===== src/rtl/lsu_mem_port_if.sv =====
// Core-side request/response and data-memory signals of the load/store unit.
// slave = the LSU itself, master = the core plus memory environment driving it.
interface lsu_mem_port_if #(
  parameter int ADDR_W = 32
);
  logic              lsu_req_i;
  logic              lsu_we_i;
  logic [2:0]        lsu_funct3_i;
  logic [ADDR_W-1:0] lsu_addr_i;
  logic [31:0]       lsu_wdata_i;
  logic              lsu_busy_o;
  logic              lsu_done_o;
  logic              lsu_err_o;
  logic [31:0]       lsu_rdata_o;
  logic              ctrl_mem_ren_o;
  logic              ctrl_mem_wren_o;
  logic [ADDR_W-1:0] mem_addr_o;
  logic [31:0]       mem_wdata_o;
  logic [31:0]       mem_rdata_i;

  modport slave (
    input  lsu_req_i, lsu_we_i, lsu_funct3_i, lsu_addr_i, lsu_wdata_i, mem_rdata_i,
    output lsu_busy_o, lsu_done_o, lsu_err_o, lsu_rdata_o,
    output ctrl_mem_ren_o, ctrl_mem_wren_o, mem_addr_o, mem_wdata_o
  );

  modport master (
    output lsu_req_i, lsu_we_i, lsu_funct3_i, lsu_addr_i, lsu_wdata_i, mem_rdata_i,
    input  lsu_busy_o, lsu_done_o, lsu_err_o, lsu_rdata_o,
    input  ctrl_mem_ren_o, ctrl_mem_wren_o, mem_addr_o, mem_wdata_o
  );
endinterface


===== src/rtl/lsu_mem_port.sv =====
// LSU to a 1-cycle registered-read, 4-byte-write memory; optional misalignment trap via LSU_MISALIGN_TRAP_EN.
// Latency from accept: load 2, SW 1, SB/SH 2 (read-modify-write); requests are ignored while lsu_busy_o=1.
module lsu_mem_port #(
  parameter int          ADDR_W      = 32,
  parameter logic [31:0] RESET_RDATA = 32'h0
) (
  input  logic          clk,
  input  logic          rst_n,
  lsu_mem_port_if.slave bus
);

  typedef enum logic [1:0] {
    IDLE      = 2'd0,
    LOAD_WAIT = 2'd1,
    RMW       = 2'd2
  } state_t;

  state_t            state;
  logic              busy_q;
  logic              done_q;
  logic              err_q;
  logic [31:0]       rdata_q;
  logic [2:0]        funct3_q;
  logic [1:0]        off_q;
  logic [15:0]       wdata_q;
  logic [ADDR_W-3:0] waddr_q;

  logic        req_word;
  logic        req_half;
  logic        accept;
  logic        trap;
  logic [1:0]  req_off;
  logic [7:0]  ld_byte;
  logic [15:0] ld_half;
  logic [31:0] ld_ext;
  logic [31:0] merged;
  logic        ren_c;
  logic        wren_c;
  logic [ADDR_W-1:0] addr_c;
  logic [31:0] wdat_c;

  // funct3[1] set covers LW and the reserved encodings 011/110/111.
  assign req_word = bus.lsu_funct3_i[1];
  assign req_half = !bus.lsu_funct3_i[1] && bus.lsu_funct3_i[0];
  assign accept   = (state == IDLE) && bus.lsu_req_i;

  // Natural alignment truncation; a trap fires exactly when truncation would change the offset.
  always_comb begin
    if (req_word) begin
      req_off = 2'b00;
    end else if (req_half) begin
      req_off = {bus.lsu_addr_i[1], 1'b0};
    end else begin
      req_off = bus.lsu_addr_i[1:0];
    end
  end

`ifdef LSU_MISALIGN_TRAP_EN
  assign trap = accept && (req_off != bus.lsu_addr_i[1:0]);
`else
  assign trap = 1'b0;
`endif

  always_comb begin
    case (off_q)
      2'd0:    ld_byte = bus.mem_rdata_i[7:0];
      2'd1:    ld_byte = bus.mem_rdata_i[15:8];
      2'd2:    ld_byte = bus.mem_rdata_i[23:16];
      default: ld_byte = bus.mem_rdata_i[31:24];
    endcase
    ld_half = off_q[1] ? bus.mem_rdata_i[31:16] : bus.mem_rdata_i[15:0];
    if (funct3_q[1]) begin
      ld_ext = bus.mem_rdata_i;
    end else if (funct3_q[0]) begin
      ld_ext = {{16{ld_half[15] & !funct3_q[2]}}, ld_half};
    end else begin
      ld_ext = {{24{ld_byte[7] & !funct3_q[2]}}, ld_byte};
    end
  end

  always_comb begin
    merged = bus.mem_rdata_i;
    if (funct3_q[0]) begin
      if (off_q[1]) begin
        merged[31:16] = wdata_q;
      end else begin
        merged[15:0] = wdata_q;
      end
    end else begin
      case (off_q)
        2'd0:    merged[7:0]   = wdata_q[7:0];
        2'd1:    merged[15:8]  = wdata_q[7:0];
        2'd2:    merged[23:16] = wdata_q[7:0];
        default: merged[31:24] = wdata_q[7:0];
      endcase
    end
  end

  // Memory side is combinational so reads and word writes go out in the accept cycle.
  always_comb begin
    ren_c  = 1'b0;
    wren_c = 1'b0;
    addr_c = '0;
    wdat_c = '0;
    if (state == RMW) begin
      wren_c = 1'b1;
      addr_c = {waddr_q, 2'b00};
      wdat_c = merged;
    end else if (accept && !trap) begin
      addr_c = {bus.lsu_addr_i[ADDR_W-1:2], 2'b00};
      if (bus.lsu_we_i && req_word) begin
        wren_c = 1'b1;
        wdat_c = bus.lsu_wdata_i;
      end else begin
        ren_c = 1'b1;
      end
    end
  end

  assign bus.ctrl_mem_ren_o  = ren_c;
  assign bus.ctrl_mem_wren_o = wren_c;
  assign bus.mem_addr_o      = addr_c;
  assign bus.mem_wdata_o     = wdat_c;
  assign bus.lsu_busy_o      = busy_q;
  assign bus.lsu_done_o      = done_q;
  assign bus.lsu_err_o       = err_q;
  assign bus.lsu_rdata_o     = rdata_q;

  always_ff @(posedge clk or negedge rst_n) begin
    if (!rst_n) begin
      state    <= IDLE;
      busy_q   <= 1'b0;
      done_q   <= 1'b0;
      err_q    <= 1'b0;
      rdata_q  <= RESET_RDATA;
      funct3_q <= '0;
      off_q    <= '0;
      wdata_q  <= '0;
      waddr_q  <= '0;
    end else begin
      done_q <= 1'b0;
      err_q  <= 1'b0;
      case (state)
        IDLE: begin
          if (bus.lsu_req_i) begin
            funct3_q <= bus.lsu_funct3_i;
            off_q    <= req_off;
            wdata_q  <= bus.lsu_wdata_i[15:0];
            waddr_q  <= bus.lsu_addr_i[ADDR_W-1:2];
            if (trap) begin
              done_q <= 1'b1;
              err_q  <= 1'b1;
            end else if (!bus.lsu_we_i) begin
              state  <= LOAD_WAIT;
              busy_q <= 1'b1;
            end else if (req_word) begin
              done_q <= 1'b1;
            end else begin
              state  <= RMW;
              busy_q <= 1'b1;
            end
          end
        end
        LOAD_WAIT: begin
          rdata_q <= ld_ext;
          done_q  <= 1'b1;
          state   <= IDLE;
          busy_q  <= 1'b0;
        end
        RMW: begin
          done_q <= 1'b1;
          state  <= IDLE;
          busy_q <= 1'b0;
        end
        default: begin
          state  <= IDLE;
          busy_q <= 1'b0;
        end
      endcase
    end
  end

  a_no_ren_wren: assert property (@(posedge clk) disable iff (!rst_n) !(ren_c && wren_c));
  a_done_idle:   assert property (@(posedge clk) disable iff (!rst_n) done_q |-> !busy_q);
  a_err_done:    assert property (@(posedge clk) disable iff (!rst_n) err_q |-> done_q);

endmodule


===== src/flat_wrapper.sv =====
// flat-port wrapper written by rule: the top's interface ports become plain ports
module lsu_mem_port_flat 
#(
  parameter int          ADDR_W      = 32,
  parameter logic [31:0] RESET_RDATA = 32'h0
)
  (clk, rst_n, bus_lsu_req_i, bus_lsu_we_i, bus_lsu_funct3_i, bus_lsu_addr_i, bus_lsu_wdata_i, bus_mem_rdata_i, bus_lsu_busy_o, bus_lsu_done_o, bus_lsu_err_o, bus_lsu_rdata_o, bus_ctrl_mem_ren_o, bus_ctrl_mem_wren_o, bus_mem_addr_o, bus_mem_wdata_o);
  lsu_mem_port_if #(.ADDR_W(ADDR_W)) bus_i ();
  input  logic clk;
  input  logic rst_n;
  input wire logic [$bits(bus_i.lsu_req_i)-1:0] bus_lsu_req_i;
  input wire logic [$bits(bus_i.lsu_we_i)-1:0] bus_lsu_we_i;
  input wire logic [$bits(bus_i.lsu_funct3_i)-1:0] bus_lsu_funct3_i;
  input wire logic [$bits(bus_i.lsu_addr_i)-1:0] bus_lsu_addr_i;
  input wire logic [$bits(bus_i.lsu_wdata_i)-1:0] bus_lsu_wdata_i;
  input wire logic [$bits(bus_i.mem_rdata_i)-1:0] bus_mem_rdata_i;
  output wire logic [$bits(bus_i.lsu_busy_o)-1:0] bus_lsu_busy_o;
  output wire logic [$bits(bus_i.lsu_done_o)-1:0] bus_lsu_done_o;
  output wire logic [$bits(bus_i.lsu_err_o)-1:0] bus_lsu_err_o;
  output wire logic [$bits(bus_i.lsu_rdata_o)-1:0] bus_lsu_rdata_o;
  output wire logic [$bits(bus_i.ctrl_mem_ren_o)-1:0] bus_ctrl_mem_ren_o;
  output wire logic [$bits(bus_i.ctrl_mem_wren_o)-1:0] bus_ctrl_mem_wren_o;
  output wire logic [$bits(bus_i.mem_addr_o)-1:0] bus_mem_addr_o;
  output wire logic [$bits(bus_i.mem_wdata_o)-1:0] bus_mem_wdata_o;
  assign bus_i.lsu_req_i = bus_lsu_req_i;
  assign bus_i.lsu_we_i = bus_lsu_we_i;
  assign bus_i.lsu_funct3_i = bus_lsu_funct3_i;
  assign bus_i.lsu_addr_i = bus_lsu_addr_i;
  assign bus_i.lsu_wdata_i = bus_lsu_wdata_i;
  assign bus_i.mem_rdata_i = bus_mem_rdata_i;
  assign bus_lsu_busy_o = bus_i.lsu_busy_o;
  assign bus_lsu_done_o = bus_i.lsu_done_o;
  assign bus_lsu_err_o = bus_i.lsu_err_o;
  assign bus_lsu_rdata_o = bus_i.lsu_rdata_o;
  assign bus_ctrl_mem_ren_o = bus_i.ctrl_mem_ren_o;
  assign bus_ctrl_mem_wren_o = bus_i.ctrl_mem_wren_o;
  assign bus_mem_addr_o = bus_i.mem_addr_o;
  assign bus_mem_wdata_o = bus_i.mem_wdata_o;
  lsu_mem_port #(.ADDR_W(ADDR_W), .RESET_RDATA(RESET_RDATA)) u_core (.clk(clk), .rst_n(rst_n), .bus(bus_i));
endmodule

===== config.mk =====
export PLATFORM = sky130hd
export DESIGN_NAME = lsu_mem_port_flat
export DESIGN_NICKNAME = d
export VERILOG_FILES = /design/src/rtl/lsu_mem_port_if.sv /design/src/rtl/lsu_mem_port.sv /design/src/flat_wrapper.sv
export SDC_FILE = /design/constraint.sdc
export NUM_CORES = 1
export LEC_CHECK = 0
export ABC_AREA = 1
export BUFFER_PORTS_ARGS = -buffer_cell sky130_fd_sc_hd__buf_2
export CAP_MARGIN = 20
export CORE_ASPECT_RATIO = 2
export CORE_MARGIN = 2
export CORE_UTILIZATION = 36
export DETAILED_ROUTE_END_ITERATION = 12
export SYNTH_ARGS = -nofsm -noshare
export SYNTH_HDL_FRONTEND = slang
export SYNTH_SLANG_ARGS = --single-unit

===== constraint.sdc =====
create_clock -name clk -period 4.5 [get_ports clk]
set_input_delay 0.225 -clock clk [delete_from_list [all_inputs] [get_ports clk]]
set_output_delay 0.225 -clock clk [all_outputs]
set_load 0.005 [all_outputs]

# ---- Word-level counts from Yosys, hierarchy flattened
# Cells that the tools add are included.
dict set report word_totals {
  wordCells 63
  register_bits 87
  out_inout_bits 101
  inputBits 103
}
dict set report classes {
  n_mux 36
  eq_ne 6
  bitwise_logic 2
  reduce_logical 11
}
# cell count
set ops {}
lappend ops {{$mux W32} 8}
lappend ops {{$mux W16} 3}
lappend ops {{$mux W8} 4}
lappend ops {{$pmux W8 S3} 1}
lappend ops {{$mux W1} 14}
lappend ops {{$mux W2} 5}
lappend ops {{$eq A2 B1 Y1 const B} 2}
lappend ops {{$eq A2 B2 Y1 const B} 2}
lappend ops {{$logic_not A2 Y1} 2}
lappend ops {{$reduce_and A2 Y1} 2}
lappend ops {{$logic_and A1 B1 Y1} 3}
lappend ops {{$ne A3 B3 Y1 const B} 1}
lappend ops {{$reduce_or A3 Y1} 1}
lappend ops {{$and A1 B1 Y1} 2}
lappend ops {{$logic_not A1 Y1} 2}
lappend ops {{$ne A2 B2 Y1 const B} 1}
lappend ops {{$pmux W1 S2} 1}
lappend ops {{$reduce_or A2 Y1} 1}

# ---- Logic depth before layout (Yosys ltp)
dict set report depth {
  depth_word 5
  mapped_depth 10
  depth_no_buf 9
}

# ---- Worst setup path after synthesis
# Ideal clock, no wire load.
dict set report synth_path {
  path_kind {register to output}
  start {reg u_core.state[0]}
  end {out bus_mem_wdata_o[10]}
  path_buffers 2
  slack_ns 2.862
  stages_incl_launch_ff 8
  t_required_ns 4.275
  t_arrival_ns 1.413
  path_cell_list {dfrtp_1 > inv_1 > ha_1 > buf_2 > inv_1 > nand3_1 > clkbuf_1 > o21ai_0}
}
dict set report synth_via {
  elab_chain_len 4
  word_cells_on_any_way 5
  classes_between {eq/ne (1); mux (2); reduce/logical (2)}
}
# element line_no
set synth_rtl {}
lappend synth_rtl {{start, declared} lsu_mem_port.sv:18} ;# state_t state;
lappend synth_rtl {{start signal, assigned} lsu_mem_port.sv:131} ;# state <= IDLE;
lappend synth_rtl {{start signal, assigned} lsu_mem_port.sv:154} ;# state <= LOAD_WAIT;
lappend synth_rtl {{start signal, assigned} lsu_mem_port.sv:159} ;# state <= RMW;
lappend synth_rtl {{$logic_not A2 Y1} lsu_mem_port.sv:45} ;# assign accept = (state == IDLE) && bus.lsu_req_i;
lappend synth_rtl {{$logic_and A1 B1 Y1} lsu_mem_port.sv:45}
lappend synth_rtl {{$mux W32} lsu_mem_port.sv:109} ;# end else if (accept && !trap) begin
lappend synth_rtl {{$mux W32 *} lsu_mem_port.sv:105} ;# if (state == RMW) begin
lappend synth_rtl {{end, declared} flat_wrapper.sv:24} ;# output wire logic [$bits(bus_i.mem_wdata_o)-1:0] bus_mem_wdata_o;
# Every way passes the cells marked *; elsewhere a longest branch is shown, timed or not.

# ---- Worst setup path in the final report
dict set report layout_path {
  start {reg u_core.state[0]}
  end {out bus_mem_wdata_o[31]}
}
# Same word-level chain as after synthesis.

==> reports/qor.yml <==
std_cell_rows: 64
cpPeakStageDelay_ns: 0.60
drive_gt1_share_pct: 24.9
hold_class: "in -> reg"
critPathLaunch: "u_core.state[0]"
finalWirelength_um: 20200
r2r_cells: 6
crit_required_ns: 4.28
htree_levels: 3
final_util_pct: 45.8
tightest_slew_ns: 0.866
period_share_pct: 61.5
final.setup.tns_ns: 0
crit_end: "bus_mem_wdata_o[31]"
cts_tree: "yes"
yosysUniqueCellTypes: 29
rr_startpoint: "u_core.state[1]"
status: "finished, final reports clean"
drv_cap: 0
clk_latency_ns: 0.34
ctsResizeCount: 0
drt_iter0_drc: 321
grt_pass1_vias: 5944
die_x_um: 92.5
drc: 0
clock_skew_ns: 0.00992
fillers: 1648
hold_viol: 0
synth_compound_area_share_pct: 26.6
fin_nets: 1093
synth_seq_cells: 87
hold_path_startpoint: "bus_lsu_addr_i[13]"
die_y_um: 181
diodes: 0
area_delta_synth_final_pct: 24.2
syn_area_sq_um: 5640
crit_type: "reg -> out"
antenna_left: 0
grt.overflow.total: 0
finalSetupViolations: 0
grt_pass1_wl_um: 31400
grt_max_degree: 79
cts.clk_slew.worst_paths_ns: 0.07
wl_per_cell_um: 17.0
max_clock_freq_ghz: 0.361
r2r_end: "u_core.bus.lsu_rdata_o[24]"
vias: 6135
cp_slowest_cell: "nor2_2"
die_area_sq_um: 16700
crit_path_end_kind: "output pin"
rsz0062_at_grt: "false"
port_buffers: 200
synth_top_family_by_area: "compound AO/OA/AOI/OAI gates"
critPathLaunchType: "flip-flop"
synthSimpleGateAreaFrac_pct: 25.2
fin_crit_ns: 2.77
cp_cell_sequence: "inv_1 > ha_1 > nand2_1 > buf_4 > nor2_2 > a21oi_1 > a31oi_1 > buf_2"
power_leakage_nw: 3.64
reg2reg_slack_ns: 2.19
peakVddDrop_mv: 0.312
start_util_pct: 36.8
syn_inst: 826
cts_made_buffers: 9
synthMuxAreaShare_pct: 0
place.gp.congestion: 0.881
grt_usage_pct: 24.1
clkSinkCount: 87
clockBufferDepth: 2
cp_num_buf_inv: 3
cp_num_cells: 8
synth_xor_area_share_pct: 0
postCtsSetupBuffers: 0
syn_avg_cell_area_sq_um: 6.82
clockRootBuffer: "clkbuf_16"
cts_hold_buf: 1
p_per_area_nw_per_um2: 513
ys_seq_area_share_pct: 38.6
crit_family: "simple AND/OR/NAND/NOR gates"
slew_headroom_pct: 42.2
avgViaCountPerCell: 5.16
arrival_ns: 2.54
synth-adder-area-share_pct: 0.888
firstDrtPassIters: 4
yosysWarnings: 0
place_hpwl_um: 15000
core_area_sq_um: 15300
crit_fanout: 38
io_pins: 204
report.final.slew_viol_count: 0
antenna_found_initial: 0
-- layout make-up --
type / instances / area, sq um / share of cell area (%)
tap: 198 / 248 / 3.54
multi-input combinational: 635 / 2980 / 42.6
timing repair buffer: 210 / 1080 / 15.4
clock buffer: 9 / 225 / 3.22
sequential: 87 / 2180 / 31.1
clock inverter: 6 / 118 / 1.68
inverter: 43 / 164 / 2.34
-- layout by cell type (no fill, tap or decap) --
cell type | netlist | final
o21ai_1 | 1 | 1
conb_1 | 1 | 3
o22ai_1 | 11 | 11
ha_2 | 0 | 1
nor2_2 | 1 | 1
o211ai_1 | 14 | 14
nand2_2 | 2 | 2
nor2_4 | 1 | 1
nand3_1 | 18 | 18
clkinvlp_4 | 0 | 1
a31oi_1 | 1 | 1
inv_2 | 2 | 3
bufinv_16 | 0 | 3
clkbuf_16 | 0 | 9
buf_2 | 25 | 199
nor2_1 | 32 | 32
a32o_1 | 1 | 1
nand2_1 | 301 | 301
a21oi_1 | 101 | 101
o21ai_0 | 127 | 127
inv_6 | 0 | 1
dfrtp_2 | 0 | 1
nor3_1 | 4 | 4
nand3_2 | 2 | 2
buf_4 | 7 | 10
inv_4 | 1 | 1
inv_1 | 40 | 39
ha_1 | 4 | 3
a21oi_4 | 10 | 10
dlygate4sd3_1 | 0 | 1
inv_8 | 0 | 1
dfrtp_1 | 87 | 86
nand2_4 | 1 | 1
-- cells in the mapped netlist (all sizes together) --
cell    number  share of area (%)
conb         1              0.067
nand3       20                2.0
o22ai       11                1.2
nor3         4               0.36
clkbuf      21                1.4
a31oi        1               0.11
a21oi      111                 12
ha           4               0.89
nand2      304                 20
o211ai      14                1.9
o21ai      128                 11
buf         42                4.3
nor2        34                2.4
inv         43                2.9
dfrtp       87                 39
a32o         1               0.18
-- routing by layer --
layer | GRT usage, % | wire length (um) | up-vias
li1 | - | - | 3032
met1 | 26.2 | 7300 | 2815
met2 | 43.0 | 10400 | 238
met3 | 4.25 | 1290 | 50
met4 | 13.5 | 1150 | 0
met5 | 0 | 0 | -
-- logic make-up after synthesis --
group           count (synthesis)
fa+ha+maj                       4
flops                          87
buf+inv                       106
other cells                     1
compound gates                266
simple gates                  362
-- flip-flops by register name (all words and copies together), names as in the netlist --
register / flops
u_core.bus.lsu_rdata_o: 32
u_core.waddr_q: 30
u_core.wdata_q: 16
u_core.funct3_q: 3
u_core.off_q: 2
u_core.state: 2
u_core.bus.lsu_busy_o: 1
u_core.bus.lsu_done_o: 1
-- tightest hold or removal path: stages --
cell	delay, ns
buf_2	0.08
nand2_1	0.05
nand2_1	0.05
-- report_power, final --
part / internal [mW] / leakage, nW / switching, mW
clock: 0.546 / 0.164 / 0.330
sequential: 1.06 / 1.05 / 0.185
combinational: 0.536 / 2.43 / 0.927
-- metrics by stage --
stage	power (mW)	cell area (sq um)	std cells	setup WS, ns	hold slack [ns]
3_5_place_dp	2.73	6650	1172	2.10	0.338
6_report	3.59	7000	1188	1.73	0.0915
2_1_floorplan	2.18	5640	828	2.86	-0.0706
3_3_place_gp	2.71	6650	1172	2.15	0.337
4_1_cts	3.62	7000	1188	1.73	0.0843
5_1_grt	3.86	7000	1188	1.46	0.0941
-- worst min-delay path by stage --
stage	to	slack [ns]	cells past startpoint
global placement	u_core.waddr_q[9]	0.34	1
CTS	u_core.waddr_q[12]	0.08	3
detailed placement	u_core.waddr_q[6]	0.34	1
floorplan	u_core.bus.lsu_busy_o	-0.07	0
global route	u_core.waddr_q[29]	0.09	3
finish	u_core.waddr_q[11]	0.09	3
Note: power is estimated with default switching activity, not from simulation.
